### config.mk
export PLATFORM = sky130hd
export DESIGN_NAME = shift_sched_flat
export DESIGN_NICKNAME = d
export VERILOG_FILES = /design/src/rtl/shift_sched_pkg.sv /design/src/rtl/shift_sched_if.sv /design/src/rtl/shift_frame_timer.sv /design/src/rtl/shift_sched.sv /design/src/flat_wrapper.sv
export SDC_FILE = /design/constraint.sdc
export NUM_CORES = 1
export LEC_CHECK = 0
export BUFFER_PORTS_ARGS = -buffer_cell sky130_fd_sc_hd__buf_2
export CAP_MARGIN = 20
export CORE_MARGIN = 2
export CORE_UTILIZATION = 65
export CTS_BUF_LIST = sky130_fd_sc_hd__clkbuf_8 sky130_fd_sc_hd__clkbuf_16
export CTS_CLUSTER_DIAMETER = 120
export DETAILED_ROUTE_END_ITERATION = 6
export HOLD_SLACK_MARGIN = 0.1
export PLACE_DENSITY = 0.85
export REMOVE_ABC_BUFFERS = 1
export SYNTH_ARGS = -nofsm -noshare
export SYNTH_HDL_FRONTEND = slang
export SYNTH_SLANG_ARGS = --single-unit
### constraint.sdc
create_clock -name clk -period 11.8 [get_ports clk]
set_input_delay 0 -clock clk [delete_from_list [all_inputs] [get_ports clk]]
set_output_delay 0 -clock clk [all_outputs]
set_load 0.01 [all_outputs]
### src/rtl/shift_sched_pkg.sv
// Shared types, defaults and arithmetic helpers for the DAC shift scheduler.
// MAX_SHIFT is one DAC word short of the full shifter depth, in samples.
package shift_sched_pkg;

    localparam int unsigned NUM_STAGES_DEF    = 16;
    localparam int unsigned SHIFT_W_DEF       = 8;
    localparam int unsigned FRAME_W_DEF       = 16;
    localparam int unsigned SETTLE_CYCLES_DEF = 16;
    localparam int unsigned MAX_SHIFT         = (NUM_STAGES_DEF - 32'd1) * 32'd16;

    typedef enum logic [1:0] {
        IDLE   = 2'd0,
        WAIT   = 2'd1,
        SETTLE = 2'd2
    } state_t;

    function automatic int unsigned max_shift_of(input int unsigned num_stages);
        return (num_stages - 32'd1) * 32'd16;
    endfunction

    // Next shift value; wide arithmetic so the ramp can never wrap past the target.
    function automatic int unsigned next_shift(
        input int unsigned cur,
        input int unsigned tgt,
        input int unsigned step,
        input logic        ramp
    );
        int unsigned diff;
        int unsigned delta;
        int unsigned result;
        if (tgt > cur) begin
            diff = tgt - cur;
        end else begin
            diff = cur - tgt;
        end
        if (step < diff) begin
            delta = step;
        end else begin
            delta = diff;
        end
        if (!ramp) begin
            result = tgt;
        end else if (tgt > cur) begin
            result = cur + delta;
        end else begin
            result = cur - delta;
        end
        return result;
    endfunction

endpackage

### src/rtl/shift_sched_if.sv
// Host-side configuration port of the shift scheduler (valid/ready request).
interface shift_sched_if
    import shift_sched_pkg::*;
#(
    parameter int unsigned SHIFT_W = SHIFT_W_DEF
);
    logic               cfg_valid;
    logic               cfg_ready;
    logic [SHIFT_W-1:0] cfg_target;
    logic [SHIFT_W-1:0] cfg_step;
    logic               cfg_ramp;
    logic               cfg_abort;

    modport master (
        output cfg_valid, cfg_target, cfg_step, cfg_ramp, cfg_abort,
        input  cfg_ready
    );

    modport slave (
        input  cfg_valid, cfg_target, cfg_step, cfg_ramp, cfg_abort,
        output cfg_ready
    );
endinterface

### src/rtl/shift_frame_timer.sv
// Frame timer: counts 0..L-1 while enabled and emits a registered tick after L-1.
// The frame length is captured while idle and at every wrap so a frame is never resized mid-way.
module shift_frame_timer
    import shift_sched_pkg::*;
#(
    parameter int unsigned FRAME_W = FRAME_W_DEF
) (
    input  logic               clk,
    input  logic               rst,
    input  logic               enable,
    input  logic [FRAME_W-1:0] frame_len,
    output logic               frame_tick
);

    logic [FRAME_W-1:0] cnt_r;
    logic [FRAME_W-1:0] len_r;
    logic [FRAME_W-1:0] len_eff_s;
    logic               wrap_s;

    // Effective length (0 behaves as 1) and end-of-frame detect.
    always_comb begin
        if (frame_len == {FRAME_W{1'b0}}) begin
            len_eff_s = FRAME_W'(1);
        end else begin
            len_eff_s = frame_len;
        end
        if (cnt_r >= (len_r - FRAME_W'(1))) begin
            wrap_s = 1'b1;
        end else begin
            wrap_s = 1'b0;
        end
    end

    // Frame counter, length capture and tick register.
    always_ff @(posedge clk) begin
        if (!rst) begin
            cnt_r      <= {FRAME_W{1'b0}};
            len_r      <= FRAME_W'(1);
            frame_tick <= 1'b0;
        end else if (!enable) begin
            cnt_r      <= {FRAME_W{1'b0}};
            len_r      <= len_eff_s;
            frame_tick <= 1'b0;
        end else if (wrap_s) begin
            cnt_r      <= {FRAME_W{1'b0}};
            len_r      <= len_eff_s;
            frame_tick <= 1'b1;
        end else begin
            cnt_r      <= cnt_r + FRAME_W'(1);
            frame_tick <= 1'b0;
        end
    end

endmodule

### src/rtl/shift_sched.sv
// DAC shift scheduler: applies clamped target shifts as jumps or bounded ramps,
// only on frame boundaries, followed by a fixed settle window.
module shift_sched
    import shift_sched_pkg::*;
#(
    parameter int unsigned NUM_STAGES    = NUM_STAGES_DEF,
    parameter int unsigned SHIFT_W       = SHIFT_W_DEF,
    parameter int unsigned FRAME_W       = FRAME_W_DEF,
    parameter int unsigned SETTLE_CYCLES = SETTLE_CYCLES_DEF
) (
    input  logic               clk,
    input  logic               rst,
    input  logic               enable,
    input  logic [FRAME_W-1:0] frame_len,
    shift_sched_if.slave       cfg,
    output logic [SHIFT_W-1:0] shift_amt,
    output logic               shift_update,
    output logic               settling,
    output logic               frame_tick,
    output logic               clamped
);

    localparam int unsigned        MAX_SHIFT_L = max_shift_of(NUM_STAGES);
    localparam logic [SHIFT_W-1:0] MAX_SHIFT_W = SHIFT_W'(MAX_SHIFT_L);
    localparam int                 CNT_W       = (SETTLE_CYCLES > 1) ? $clog2(SETTLE_CYCLES) : 1;
    localparam logic [CNT_W-1:0]   SETTLE_LOAD = CNT_W'(SETTLE_CYCLES - 1);

    state_t             state_r;
    logic [SHIFT_W-1:0] target_r;
    logic [SHIFT_W-1:0] step_r;
    logic               ramp_r;
    logic               abort_r;
    logic [CNT_W-1:0]   settle_cnt_r;

    logic [SHIFT_W-1:0] tgt_clamped_s;
    logic               over_s;
    logic [SHIFT_W-1:0] step_eff_s;
    logic [SHIFT_W-1:0] next_amt_s;

    shift_frame_timer #(
        .FRAME_W (FRAME_W)
    ) u_timer (
        .clk        (clk),
        .rst        (rst),
        .enable     (enable),
        .frame_len  (frame_len),
        .frame_tick (frame_tick)
    );

    // Request conditioning and next shift value.
    always_comb begin
        tgt_clamped_s = cfg.cfg_target;
        over_s        = 1'b0;
        if (cfg.cfg_target > MAX_SHIFT_W) begin
            tgt_clamped_s = MAX_SHIFT_W;
            over_s        = 1'b1;
        end else begin
            tgt_clamped_s = cfg.cfg_target;
            over_s        = 1'b0;
        end
        if (cfg.cfg_step == {SHIFT_W{1'b0}}) begin
            step_eff_s = SHIFT_W'(1);
        end else begin
            step_eff_s = cfg.cfg_step;
        end
        next_amt_s = SHIFT_W'(next_shift(32'(shift_amt), 32'(target_r), 32'(step_r), ramp_r));
    end

    // Scheduler FSM with all outputs registered.
    always_ff @(posedge clk) begin
        if (!rst) begin
            state_r       <= IDLE;
            shift_amt     <= {SHIFT_W{1'b0}};
            shift_update  <= 1'b0;
            settling      <= 1'b0;
            clamped       <= 1'b0;
            target_r      <= {SHIFT_W{1'b0}};
            step_r        <= SHIFT_W'(1);
            ramp_r        <= 1'b0;
            abort_r       <= 1'b0;
            settle_cnt_r  <= {CNT_W{1'b0}};
            cfg.cfg_ready <= 1'b1;
        end else begin
            shift_update <= 1'b0;
            case (state_r)
                IDLE: begin
                    if (cfg.cfg_valid) begin
                        target_r      <= tgt_clamped_s;
                        step_r        <= step_eff_s;
                        ramp_r        <= cfg.cfg_ramp;
                        abort_r       <= 1'b0;
                        clamped       <= clamped | over_s;
                        state_r       <= WAIT;
                        cfg.cfg_ready <= 1'b0;
                    end else begin
                        state_r       <= IDLE;
                        cfg.cfg_ready <= 1'b1;
                    end
                end
                WAIT: begin
                    if (frame_tick) begin
                        // A simultaneous abort loses to the tick but still ends the request after settling.
                        abort_r <= cfg.cfg_abort;
                        if (target_r == shift_amt) begin
                            state_r       <= IDLE;
                            cfg.cfg_ready <= 1'b1;
                        end else begin
                            shift_amt    <= next_amt_s;
                            shift_update <= 1'b1;
                            settling     <= 1'b1;
                            settle_cnt_r <= SETTLE_LOAD;
                            state_r      <= SETTLE;
                        end
                    end else if (cfg.cfg_abort) begin
                        state_r       <= IDLE;
                        cfg.cfg_ready <= 1'b1;
                    end else begin
                        state_r <= WAIT;
                    end
                end
                SETTLE: begin
                    if (settle_cnt_r == {CNT_W{1'b0}}) begin
                        settling <= 1'b0;
                        if ((shift_amt == target_r) || abort_r || cfg.cfg_abort) begin
                            state_r       <= IDLE;
                            cfg.cfg_ready <= 1'b1;
                        end else begin
                            state_r <= WAIT;
                        end
                    end else begin
                        settle_cnt_r <= settle_cnt_r - CNT_W'(1);
                        abort_r      <= abort_r | cfg.cfg_abort;
                    end
                end
                default: begin
                    state_r       <= IDLE;
                    settling      <= 1'b0;
                    cfg.cfg_ready <= 1'b1;
                end
            endcase
        end
    end

endmodule

### src/flat_wrapper.sv
// flat-port wrapper written by rule: the top's interface ports become plain ports
module shift_sched_flat import shift_sched_pkg::*;
#(
    parameter int unsigned NUM_STAGES    = NUM_STAGES_DEF,
    parameter int unsigned SHIFT_W       = SHIFT_W_DEF,
    parameter int unsigned FRAME_W       = FRAME_W_DEF,
    parameter int unsigned SETTLE_CYCLES = SETTLE_CYCLES_DEF
)
  (clk, rst, enable, frame_len, shift_amt, shift_update, settling, frame_tick, clamped, cfg_cfg_valid, cfg_cfg_target, cfg_cfg_step, cfg_cfg_ramp, cfg_cfg_abort, cfg_cfg_ready);
  shift_sched_if #(.SHIFT_W(SHIFT_W)) cfg_i ();
  input  logic clk;
  input  logic rst;
  input  logic enable;
  input  logic [FRAME_W-1:0] frame_len;
  output logic [SHIFT_W-1:0] shift_amt;
  output logic shift_update;
  output logic settling;
  output logic frame_tick;
  output logic clamped;
  input wire logic [$bits(cfg_i.cfg_valid)-1:0] cfg_cfg_valid;
  input wire logic [$bits(cfg_i.cfg_target)-1:0] cfg_cfg_target;
  input wire logic [$bits(cfg_i.cfg_step)-1:0] cfg_cfg_step;
  input wire logic [$bits(cfg_i.cfg_ramp)-1:0] cfg_cfg_ramp;
  input wire logic [$bits(cfg_i.cfg_abort)-1:0] cfg_cfg_abort;
  output wire logic [$bits(cfg_i.cfg_ready)-1:0] cfg_cfg_ready;
  assign cfg_i.cfg_valid = cfg_cfg_valid;
  assign cfg_i.cfg_target = cfg_cfg_target;
  assign cfg_i.cfg_step = cfg_cfg_step;
  assign cfg_i.cfg_ramp = cfg_cfg_ramp;
  assign cfg_i.cfg_abort = cfg_cfg_abort;
  assign cfg_cfg_ready = cfg_i.cfg_ready;
  shift_sched #(.NUM_STAGES(NUM_STAGES), .SHIFT_W(SHIFT_W), .FRAME_W(FRAME_W), .SETTLE_CYCLES(SETTLE_CYCLES)) u_core (.clk(clk), .rst(rst), .enable(enable), .frame_len(frame_len), .cfg(cfg_i), .shift_amt(shift_amt), .shift_update(shift_update), .settling(settling), .frame_tick(frame_tick), .clamped(clamped));
endmodule
==> results of run 1 <==
==> worst paths after layout <==
kind         cells after the start                    to  slack [ns]
max                             30   u_core.shift_amt[7]        4.00
min                              2  u_core.cfg.cfg_ready        0.13
max reg2reg                     30   u_core.shift_amt[7]        4.00
min reg2reg                      2        u_core.abort_r        0.47
==> Yosys cell counts (3+ instances only) <==
library cell / n
sky130_fd_sc_hd__nand2_1: 82
sky130_fd_sc_hd__dfxtp_1: 69
sky130_fd_sc_hd__ha_1: 52
sky130_fd_sc_hd__nor2_1: 44
sky130_fd_sc_hd__inv_1: 38
sky130_fd_sc_hd__a21oi_1: 35
sky130_fd_sc_hd__xnor2_1: 27
sky130_fd_sc_hd__xor2_1: 24
sky130_fd_sc_hd__nand3_1: 21
sky130_fd_sc_hd__clkbuf_1: 20
sky130_fd_sc_hd__a21o_1: 18
sky130_fd_sc_hd__nor3_1: 18
sky130_fd_sc_hd__a21boi_0: 17
sky130_fd_sc_hd__o21ai_0: 17
sky130_fd_sc_hd__a22o_1: 14
sky130_fd_sc_hd__nor4_1: 12
sky130_fd_sc_hd__and3_1: 11
sky130_fd_sc_hd__nand2b_1: 9
sky130_fd_sc_hd__o211a_1: 9
sky130_fd_sc_hd__o211ai_1: 9
sky130_fd_sc_hd__nand4_1: 6
sky130_fd_sc_hd__nor2b_1: 6
sky130_fd_sc_hd__o31ai_1: 6
sky130_fd_sc_hd__o21a_1: 5
sky130_fd_sc_hd__a31oi_1: 4
sky130_fd_sc_hd__and2_1: 4
sky130_fd_sc_hd__and4_1: 4
sky130_fd_sc_hd__o2bb2ai_1: 4
sky130_fd_sc_hd__or4_1: 4
sky130_fd_sc_hd__buf_2: 3
sky130_fd_sc_hd__buf_4: 3
sky130_fd_sc_hd__fa_1: 3
sky130_fd_sc_hd__o2111ai_1: 3
==> state kept, by name, indices dropped and copies added (netlist names) <==
name / flops
u_core.state_r: 2
u_core.target_r: 8
u_core.shift_update: 1
u_core.u_timer.len_r: 16
u_core.step_r: 8
u_core.u_timer.frame_tick: 1
u_core.clamped: 1
u_core.abort_r: 1
u_core.ramp_r: 1
u_core.shift_amt: 8
u_core.settling: 1
u_core.u_timer.cnt_r: 16
u_core.cfg.cfg_ready: 1
u_core.settle_cnt_r: 4
==> worst max-delay path: cells and delay by family, from the launching register on <==
family,cells,cell delay (ns)
flops,1,0.53
compound gates,14,3.37
buf+inv,2,0.24
mux,1,0.42
xor+xnor,2,0.46
simple gates,8,1.75
fa+ha+maj,3,0.95
==> where the power goes <==
group,switching [mW],internal [mW]
combinational,0.140,0.104
clock,0.109,0.123
sequential,0.0129,0.242
total,0.263,0.469
==> layer usage <==
layer,track usage (%),wire [um],up-vias
met5,0,0,-
met4,16.05,614,0
met3,5.858,1090,55
met2,57.48,6680,276
met1,44.01,6199,2388
li1,-,-,2412
==> logic make-up after synthesis <==
group	share of synthesized area, %
compound gates	23.32
xor+xnor	8.746
fa+ha+maj	13.91
buf+inv	5.071
flops	27.05
mux	0.6124
simple gates	21.29
==> metrics by stage <==
step | util (%) | hold WS [ns] | worst slack (ns) | total power [mW]
after floorplan | - | 0.06194 | 4.944 | 0.4276
after global placement | 69.84 | 0.2251 | 4.410 | 0.4757
after detailed placement | 69.84 | 0.2300 | 4.200 | 0.4818
after CTS | 77.65 | 0.1321 | 4.109 | 0.7190
after global routing | 77.85 | 0.1780 | 3.360 | 0.7640
final | 77.85 | 0.1275 | 4.002 | 0.7312
==> final cells by class <==
cell class	count	area (um2)	share of cell area (%)
multi-input combinational	500	3467	57.93
sequential	69	1381	23.08
timing repair buffer	89	635.6	10.62
inverter	38	142.6	2.383
tap	102	127.6	2.133
clock buffer	9	123.9	2.070
clock inverter	7	106.4	1.777
==> impl_metrics.ini, run 1 <==
[flow_run]
maxCapViolCount = 0

[timing]
setup-tns-final_ns = 0
clock_skew_ns = 0.01662
slew-limit-headroom_pct = 48.14
worst_pin_slew_ns = 0.7760
maxSlewViolCount = 0
setup-violations-final = 0
final.min_clock_period_ns = 7.798
final.period_utilization_pct = 66.09
timing.fmax_mhz = 128.2
hold_viol = 0
rsz_0062_raised_after_global_routing = no

[placed_design]
detailed_place.area_um2 = 5369
gp_congestion = 0.9409
half_perimeter_wire_length_of_the_detailed_placement_result_mm = 9.634
placed_cells_incl_taps = 759
io_buffer_count = 50

[synth]
synth.ff_latch_count = 69
synth_cells = 634
post-synth-top-area-fraction_pct = 27.05
post-synth-top-area-cell = sky130_fd_sc_hd__dfxtp_1
netlist_area_um2 = 5107
synthesis.yosys.warnings = 0
synth_edf_count = 0
synth_top_cells_by_area = sky130_fd_sc_hd__dfxtp_1 (27%), sky130_fd_sc_hd__ha_1 (13%), sky130_fd_sc_hd__nand2_1 (6.0%)
synth_ff_type = sky130_fd_sc_hd__dfxtp_1
seq_area_frac_synth_pct = 27.05
synth.distinct_cells = 57
ys_async_sr_fraction_pct = 0
syn_area_per_cell_um2 = 8.056

[floorplan]
floorplan.initialDensity_pct = 66.44
design.core.area_um2 = 7687
die_height_um = 92.64
die_area_um2 = 8582
die_w_um = 92.64
core.rowCount = 32
ioPinCount = 51

[finish]
final_nets = 800
final_cell_count_no_fill = 814
most_common_library_cell_in_the_layout_ignoring_fill_and_taps = sky130_fd_sc_hd__nand2_1
synthToLayoutAreaGrowth_pct = 17.17
drive_above_1_share_pct = 10.25
commonest_cells_after_routing_fill_and_taps_aside = sky130_fd_sc_hd__nand2_1 (82), sky130_fd_sc_hd__dfxtp_1 (69), sky130_fd_sc_hd__ha_1 (52), sky130_fd_sc_hd__buf_2 (50), sky130_fd_sc_hd__nor2_1 (44)
diodes = 0
final_design_area_no_fill_um2 = 5984
fillers = 514

[critical_path]
crit_type = register to register
path_max_fanout = 19
cpMaxStageDelayCell = sky130_fd_sc_hd__nor4_1
setup.worst_path.end_class = register
setup.worst_path.start = u_core.shift_amt[1]
critical_path.max_stage_delay_ns = 0.62
worst-endpoint-required_ns = 12.10
crit_path_frequent_cell = sky130_fd_sc_hd__a21o_1
worst_setup_path_start_kind = register
critical_path.reg2reg.startpoint = u_core.shift_amt[1]
arrival_ns = 8.09

[grt]
antenna_found_initial = 0
grt_overflow = 0
vias_in_the_first_global_route = 4903
maximum_number_of_pins_on_one_net_before_global_route_repair = 40
grt_first_pass_wirelength_mm = 23.51
global_route.usage.total_pct = 34.64

[detailed_routing]
drt_iter0_drc = 395
avgRoutedWirePerCell_um = 17.92
final_ant_viol_nets = 0
num_vias = 5131
routed_wl_mm = 14.58
drt_first_pass_iters = 5
avgViaCountPerCell = 6.303
remaining_design_rule_violation_count = 0

[clock_network]
post_cts.repair.setup_buffers = 0
ctsResizeCount = 0
cts_max_path_buffers = 2
clock_sinks = 69
htree_levels = 3
cts_tree = built
clkSlewWorstSetupHoldPaths_ns = 0.10
hold_buffers = 37
cts_inserted_buffers = 9
worst_skew_pair_latency_ns = 0.37
cts_root_buf = sky130_fd_sc_hd__clkbuf_8

[outcome]
status = complete, no violations

[power]
power.density_cell_area_nw_per_um2 = 122.2
cellLeakagePower_nw = 2.691
max-vdd-ir-drop_uv = 105.9

[min_path]
min-delay-start = rst
hp-class = input port to register
(Power assumes the default switching activity.)
==> inputs of run 2 (changes only) <==
--- a/config.mk
+++ b/config.mk
@@ -5,15 +5,16 @@
 export SDC_FILE = /design/constraint.sdc
 export NUM_CORES = 1
 export LEC_CHECK = 0
+export ABC_AREA = 1
 export BUFFER_PORTS_ARGS = -buffer_cell sky130_fd_sc_hd__buf_2
 export CAP_MARGIN = 20
 export CORE_MARGIN = 2
-export CORE_UTILIZATION = 65
+export CORE_UTILIZATION = 60
 export CTS_BUF_LIST = sky130_fd_sc_hd__clkbuf_8 sky130_fd_sc_hd__clkbuf_16
 export CTS_CLUSTER_DIAMETER = 120
 export DETAILED_ROUTE_END_ITERATION = 6
 export HOLD_SLACK_MARGIN = 0.1
-export PLACE_DENSITY = 0.85
+export PLACE_DENSITY = 0.79
 export REMOVE_ABC_BUFFERS = 1
 export SYNTH_ARGS = -nofsm -noshare
 export SYNTH_HDL_FRONTEND = slang
==> constraint.sdc (replaced) <==
create_clock -name clk -period 7.3 [get_ports clk]
set_input_delay 0 -clock clk [delete_from_list [all_inputs] [get_ports clk]]
set_output_delay 0 -clock clk [all_outputs]
set_load 0.01 [all_outputs]
==> run 2 against run 1 <==
Net effect:
- first-iteration DRC count is 32% lower
- area after synthesis fell by 3.6%
- non-clock buffer count is 2 lower
- synthesized cell count increased by 8.0%
- clock power up 15%
- largest power group is now combinational cells
- critical endpoint unchanged
- sequential power up 63%
- critical path type unchanged
- via count is 5.9% lower
- clock skew is 0.0076 ns lower
- setup slack got worse by 2.6 ns
==> impl_metrics.ini, run 2 <==
[synth]
netlist_area_um2 = 4925
synthTopCellsByCount = sky130_fd_sc_hd__nand2_1 (114), sky130_fd_sc_hd__inv_1 (99), sky130_fd_sc_hd__dfxtp_1 (69)
synth_cells = 685
synth_edf_count = 0
yosys.cell_count.top_type = sky130_fd_sc_hd__nand2_1
synth_ff_type = sky130_fd_sc_hd__dfxtp_1
syn_area_per_cell_um2 = 7.189
ys_async_sr_fraction_pct = 0
seq_area_frac_synth_pct = 28.05
post-synth-top-area-cell = sky130_fd_sc_hd__dfxtp_1
synthesis.yosys.warnings = 0
post-synth-top-area-fraction_pct = 28.05
synth.ff_latch_count = 69
synth_top_cells_by_area = sky130_fd_sc_hd__dfxtp_1 (28%), sky130_fd_sc_hd__ha_1 (13%), sky130_fd_sc_hd__nand2_1 (8.7%)
synth.distinct_cells = 51

[timing]
final.period_utilization_pct = 80.86
setup-tns-final_ns = 0
rsz_0062_raised_after_global_routing = no
clock_skew_ns = 0.008989
setup-violations-final = 0
slew-limit-headroom_pct = 44.47
maxSlewViolCount = 0
worst_pin_slew_ns = 0.8310
timing.fmax_mhz = 169.4
final.min_clock_period_ns = 5.903
worst_hold_slack_ns = 0.1393
hold_viol = 0

[finish]
top_regs = u_core.u_timer.cnt_r x16, u_core.u_timer.len_r x16
commonest_cells_after_routing_fill_and_taps_aside = sky130_fd_sc_hd__nand2_1 (114), sky130_fd_sc_hd__inv_1 (101), sky130_fd_sc_hd__dfxtp_1 (69), sky130_fd_sc_hd__a21oi_1 (61), sky130_fd_sc_hd__nor2_1 (56)
diodes = 0
drive_above_1_share_pct = 12.48
synthToLayoutAreaGrowth_pct = 16.29
most_common_library_cell_in_the_layout_ignoring_fill_and_taps = sky130_fd_sc_hd__nand2_1
final_nets = 859

[detailed_routing]
avgRoutedWirePerCell_um = 14.27
drt_first_pass_iters = 5
avgViaCountPerCell = 5.526
remaining_design_rule_violation_count = 0
drt_iter0_drc = 268
num_vias = 4830
final_ant_viol_nets = 0
routed_wl_mm = 12.47

[floorplan]
die_height_um = 94.60
floorplan.initialDensity_pct = 60.85
die_area_um2 = 8948
die_w_um = 94.60
core.rowCount = 33
ioPinCount = 51
design.core.area_um2 = 8093

[clock_network]
cts_tree = built
cts_inserted_buffers = 9
cts_root_buf = sky130_fd_sc_hd__clkbuf_8
htree_levels = 3
clkSlewWorstSetupHoldPaths_ns = 0.08
worst_skew_pair_latency_ns = 0.35
post_cts.repair.setup_buffers = 0
cts_max_path_buffers = 2
clock_sinks = 69

[placed_design]
gp_congestion = 1.031
half_perimeter_wire_length_of_the_detailed_placement_result_mm = 9.156
io_buffer_count = 50

[critical_path]
crit_type = register to register
worst-endpoint-required_ns = 7.51
worst_setup_path_start_kind = register
setup.worst_path.end_class = register
arrival_ns = 6.11
crit_path_frequent_cell = sky130_fd_sc_hd__nand2_1
path_max_fanout = 13
cpMaxStageDelayCell = sky130_fd_sc_hd__ha_1
critical_path.max_stage_delay_ns = 0.43

[power]
power.density_cell_area_nw_per_um2 = 204.7
cellLeakagePower_nw = 2.672
max-vdd-ir-drop_uv = 124.9

[flow_run]
maxCapViolCount = 0

[grt]
grt_first_pass_wirelength_mm = 20.52
vias_in_the_first_global_route = 4618
grt_overflow = 0
antenna_found_initial = 0
global_route.usage.total_pct = 29.13
maximum_number_of_pins_on_one_net_before_global_route_repair = 35

[outcome]
status = complete, no violations

[min_path]
hp-class = input port to register
[run 2: changes by cell type in the layout (fill, tap and decap cells not counted), moves of 10 or more]
| cell | previous run | this run |
|---|---|---|
| sky130_fd_sc_hd__nand2_1 | 82 | 114 |
| sky130_fd_sc_hd__and3_1 | 11 | 1 |
| sky130_fd_sc_hd__a22o_1 | 14 | 0 |
| sky130_fd_sc_hd__o21ai_0 | 17 | 36 |
| sky130_fd_sc_hd__a21oi_1 | 35 | 61 |
| sky130_fd_sc_hd__nand3_1 | 21 | 37 |
| sky130_fd_sc_hd__xnor2_1 | 27 | 10 |
| sky130_fd_sc_hd__nor2_1 | 44 | 56 |
| sky130_fd_sc_hd__a21o_1 | 18 | 1 |
| sky130_fd_sc_hd__inv_1 | 38 | 101 |
| sky130_fd_sc_hd__a21boi_0 | 17 | 0 |
| sky130_fd_sc_hd__nand2_2 | 0 | 11 |
[run 2: worst paths after layout]
kind                                          start                   to  slack (ns)  cells after the start
worst max register to register  u_core.shift_amt[5]  u_core.shift_amt[7]        1.40                     40
worst min-delay path                  cfg_cfg_valid       u_core.abort_r        0.14                      4
worst min register to register       u_core.clamped       u_core.clamped        0.46                      2
worst max-delay path            u_core.shift_amt[5]  u_core.shift_amt[7]        1.40                     40
[run 2: metrics by stage]
stage | power [mW] | instance area [um2] | util [%] | setup slack, ns | cells
2_1_floorplan | 0.7805 | 4831 | - | 2.136 | 668
3_3_place_gp | 0.8691 | 5220 | 64.50 | 1.739 | 824
3_5_place_dp | 0.8916 | 5220 | 64.50 | 1.500 | 824
4_1_cts | 1.169 | 5727 | 70.76 | 1.469 | 874
5_1_grt | 1.253 | 5727 | 70.76 | 0.8109 | 874
6_report | 1.172 | 5727 | 70.76 | 1.397 | 874
[run 2: layer usage]
metal / wire length [um] / track usage [%] / up-vias
met5: 0 / 0 / -
met4: 303 / 11.47 / 0
met3: 495 / 5.347 / 26
met2: 6453 / 52.98 / 113
met1: 5220 / 33.66 / 2255
li1: - / - / 2436
[run 2: where the power goes]
part           internal (mW)  switching (mW)
Clock                  0.116           0.151
Sequential             0.397          0.0179
Combinational          0.184           0.307
Total                  0.696           0.476
[run 2: area by class of cell]
class	instances	area [um2]
tap	105	131.4
inverter	104	397.9
fill	676	2366
sequential	69	1381
timing repair buffer	87	618.1
multi-input combinational	495	3052
clock buffer	9	123.9
clock inverter	5	22.52
[run 2: repair_timing]
action | 4_1_cts | 5_1_grt
hold buffers | 36 | 0
resized for setup | 0 | 0
hold endpoints to repair | 35 | 0
[run 2: cells by family (layout without fill, tap and decap cells)]
kind of cell,count (synthesis),after routing,share of synthesized area (%)
simple gates,265,265,24.85
compound gates,146,146,17.53
buf+inv,121,205,9.985
flops,69,69,28.05
fa+ha+maj,55,55,14.43
xor+xnor,29,29,5.157
[run 2: worst max-delay path, delay by kind of cell (launching register included)]
family	cells	cell delay (ns)
AOI/OAI and AO/OA	8	1.14
DFF	1	0.40
buffers and inverters	4	0.24
and+or+nand+nor	23	2.55
adders and majority gates	3	0.99
xor gates and xnor gates	2	0.41
==> inputs of run 3 (changes only) <==
--- a/config.mk
+++ b/config.mk
@@ -9,12 +9,12 @@
 export BUFFER_PORTS_ARGS = -buffer_cell sky130_fd_sc_hd__buf_2
 export CAP_MARGIN = 20
 export CORE_MARGIN = 2
-export CORE_UTILIZATION = 60
+export CORE_UTILIZATION = 54
 export CTS_BUF_LIST = sky130_fd_sc_hd__clkbuf_8 sky130_fd_sc_hd__clkbuf_16
 export CTS_CLUSTER_DIAMETER = 120
 export DETAILED_ROUTE_END_ITERATION = 6
 export HOLD_SLACK_MARGIN = 0.1
-export PLACE_DENSITY = 0.79
+export PLACE_DENSITY = 0.75
 export REMOVE_ABC_BUFFERS = 1
 export SYNTH_ARGS = -nofsm -noshare
 export SYNTH_HDL_FRONTEND = slang
==> constraint.sdc (replaced) <==
create_clock -name clk -period 4.9 [get_ports clk]
set_input_delay 0 -clock clk [delete_from_list [all_inputs] [get_ports clk]]
set_output_delay 0 -clock clk [all_outputs]
set_load 0.01 [all_outputs]
==> run 3 against run 2 <==
Net effect:
- the run now ends with negative setup slack left
- via count grew 9.1%
- routed wire length grew 16%
- clock power grew 81%
- setup slack lost 1.7 ns
- cell area grew 16%
- clock-buffer cell count grew 1
- die area grew 11%
- first-iteration DRC count shrank 5.6%
- critical path depth grew 4
- register-to-register slack lost 1.7 ns
- global-route usage shrank 0.58 points
- sequential cell count is the same
- critical endpoint unchanged
==> impl_metrics.ini, run 3 (synthesized netlist as in run 2, its figures left out) <==
[timing]
clock_skew_ns = 0.01150
final.min_clock_period_ns = 5.222
worst_hold_slack_ns = 0.1398
layout_setup_ws_ns = -0.3215
worst_pin_slew_ns = 1.026
maxSlewViolCount = 0
hold_viol = 0
timing.fmax_mhz = 191.5
rsz_0062_raised_after_global_routing = yes
final.period_utilization_pct = 106.6
setup-violations-final = 1
slew-limit-headroom_pct = 31.45

[floorplan]
floorplan.initialDensity_pct = 56.20
design.core.area_um2 = 8763
die_area_um2 = 9899
die_height_um = 99.50
ioPinCount = 51
core.rowCount = 34
die_w_um = 99.50

[grt]
grt_overflow = 0
grt_first_pass_wirelength_mm = 22.72
global_route.usage.total_pct = 28.55
antenna_found_initial = 0
vias_in_the_first_global_route = 5078
maximum_number_of_pins_on_one_net_before_global_route_repair = 35

[clock_network]
worst_skew_pair_latency_ns = 0.36
cts_max_path_buffers = 2
clkSlewWorstSetupHoldPaths_ns = 0.08
cts_root_buf = sky130_fd_sc_hd__clkbuf_8
cts_tree = built
cts_inserted_buffers = 9
clock_sinks = 69
htree_levels = 3

[critical_path]
setup.worst_path.end_class = register
timing.reg2reg.worst_path_depth = 44
worst-endpoint-required_ns = 5.11
crit_type = register to register
critical_path.max_stage_delay_ns = 0.34
cpMaxStageDelayCell = sky130_fd_sc_hd__dfxtp_2
arrival_ns = 5.43
crit_path_frequent_cell = sky130_fd_sc_hd__nand2_2
worst_setup_path_start_kind = register
path_max_fanout = 8

[detailed_routing]
avgRoutedWirePerCell_um = 15.07
dr_wl_met3_um = 645
wl_met2_mm = 7.368
routed_wl_mm = 14.45
wl_met1_mm = 6.034
drt_iter0_drc = 253
drt_first_pass_iters = 5
final_ant_viol_nets = 0
remaining_design_rule_violation_count = 0
num_vias = 5269
highest_routed_metal_layer = met4
avgViaCountPerCell = 5.494

[outcome]
status = complete, but fails checks
failed_checks = negative setup slack

[flow_run]
maxCapViolCount = 0

[finish]
diodes = 0
final_nets = 939
synthToLayoutAreaGrowth_pct = 34.96
final_cell_count_no_fill = 959
most_common_library_cell_in_the_layout_ignoring_fill_and_taps = sky130_fd_sc_hd__nand2_1
commonest_cells_after_routing_fill_and_taps_aside = sky130_fd_sc_hd__nand2_1 (104), sky130_fd_sc_hd__inv_1 (96), sky130_fd_sc_hd__buf_4 (80), sky130_fd_sc_hd__dfxtp_1 (59), sky130_fd_sc_hd__a21oi_1 (56)
top_regs = u_core.u_timer.cnt_r x16, u_core.u_timer.len_r x16
drive_above_1_share_pct = 27.14
final_design_area_no_fill_um2 = 6646

[min_path]
hp-class = input port to register
worst_hold_path.num_cells = 2

[power]
cellLeakagePower_nw = 3.121
max-vdd-ir-drop_uv = 149.5
power.density_cell_area_nw_per_um2 = 320.0
post-layout-total-power_mw = 2.127

[placed_design]
gp_congestion = 1.010
placed_cells_incl_taps = 893
half_perimeter_wire_length_of_the_detailed_placement_result_mm = 10.04
io_buffer_count = 50
detailed_place.area_um2 = 5719
pre_cts_slack_ns = -0.3024
## run 3: cell count changes in the layout (fill, tap and decap cells not counted), sizes merged
| cell | delta |
|---|---|
| buf | +79 |
| bufinv | +1 |
| clkbuf | +1 |
| clkinv | -1 |
| clkinvlp | +1 |
| dlygate4sd3 | +1 |
## run 3: worst max-delay path: cells and delay by family, from the launching register on
family	cells	cell delay, ns
simple gates	26	2.17
xor+xnor	2	0.35
buf+inv	6	0.40
fa+ha+maj	3	0.87
compound gates	7	0.92
flops	1	0.34
## run 3: routing by layer
| metal | vias to the layer above | track usage [%] |
|---|---|---|
| li1 | 2594 | - |
| met1 | 2482 | 33.32 |
| met2 | 152 | 51.61 |
| met3 | 41 | 5.060 |
| met4 | 0 | 11.38 |
| met5 | - | 0 |
## run 3: repair_timing
item,4_1_cts,5_1_grt
endpoints found under the setup margin,1,13
pin swaps,6,35
hold buffers,37,0
resized for setup,21,46
setup buffers,3,10
endpoints found under the hold margin,36,0
## run 3: worst paths after layout
path / from / endpoint / slack (ns)
worst max-delay path: u_core.shift_amt[2] / u_core.shift_amt[7] / -0.32
worst min-delay path: rst / u_core.step_r[0] / 0.14
worst max register to register: u_core.shift_amt[2] / u_core.shift_amt[7] / -0.32
worst min register to register: u_core.clamped / u_core.clamped / 0.47
## run 3: power by group
group	internal, mW	switching [mW]	leakage [nW]
clock	0.244	0.237	0.105
sequential	0.592	0.0284	0.570
combinational	0.462	0.563	2.45
total	1.30	0.828	3.12
## run 3: cell type report
| cell class | instances | area [um2] |
|---|---|---|
| Clock buffer | 10 | 137.6 |
| Clock inverter | 6 | 55.05 |
| Fill cell | 643 | 2117 |
| Inverter | 104 | 400.4 |
| Multi-Input combinational cell | 495 | 3301 |
| Sequential cell | 69 | 1396 |
| Tap cell | 108 | 135.1 |
| Timing Repair Buffer | 167 | 1221 |
## run 3: metrics by stage
step	util (%)	setup TNS (ns)
2_1_floorplan	-	-0.2636
3_3_place_gp	65.26	-0.1616
3_5_place_dp	65.26	-0.3024
4_1_cts	73.33	-0.1695
5_1_grt	75.84	-1.369
6_report	75.84	-0.3215
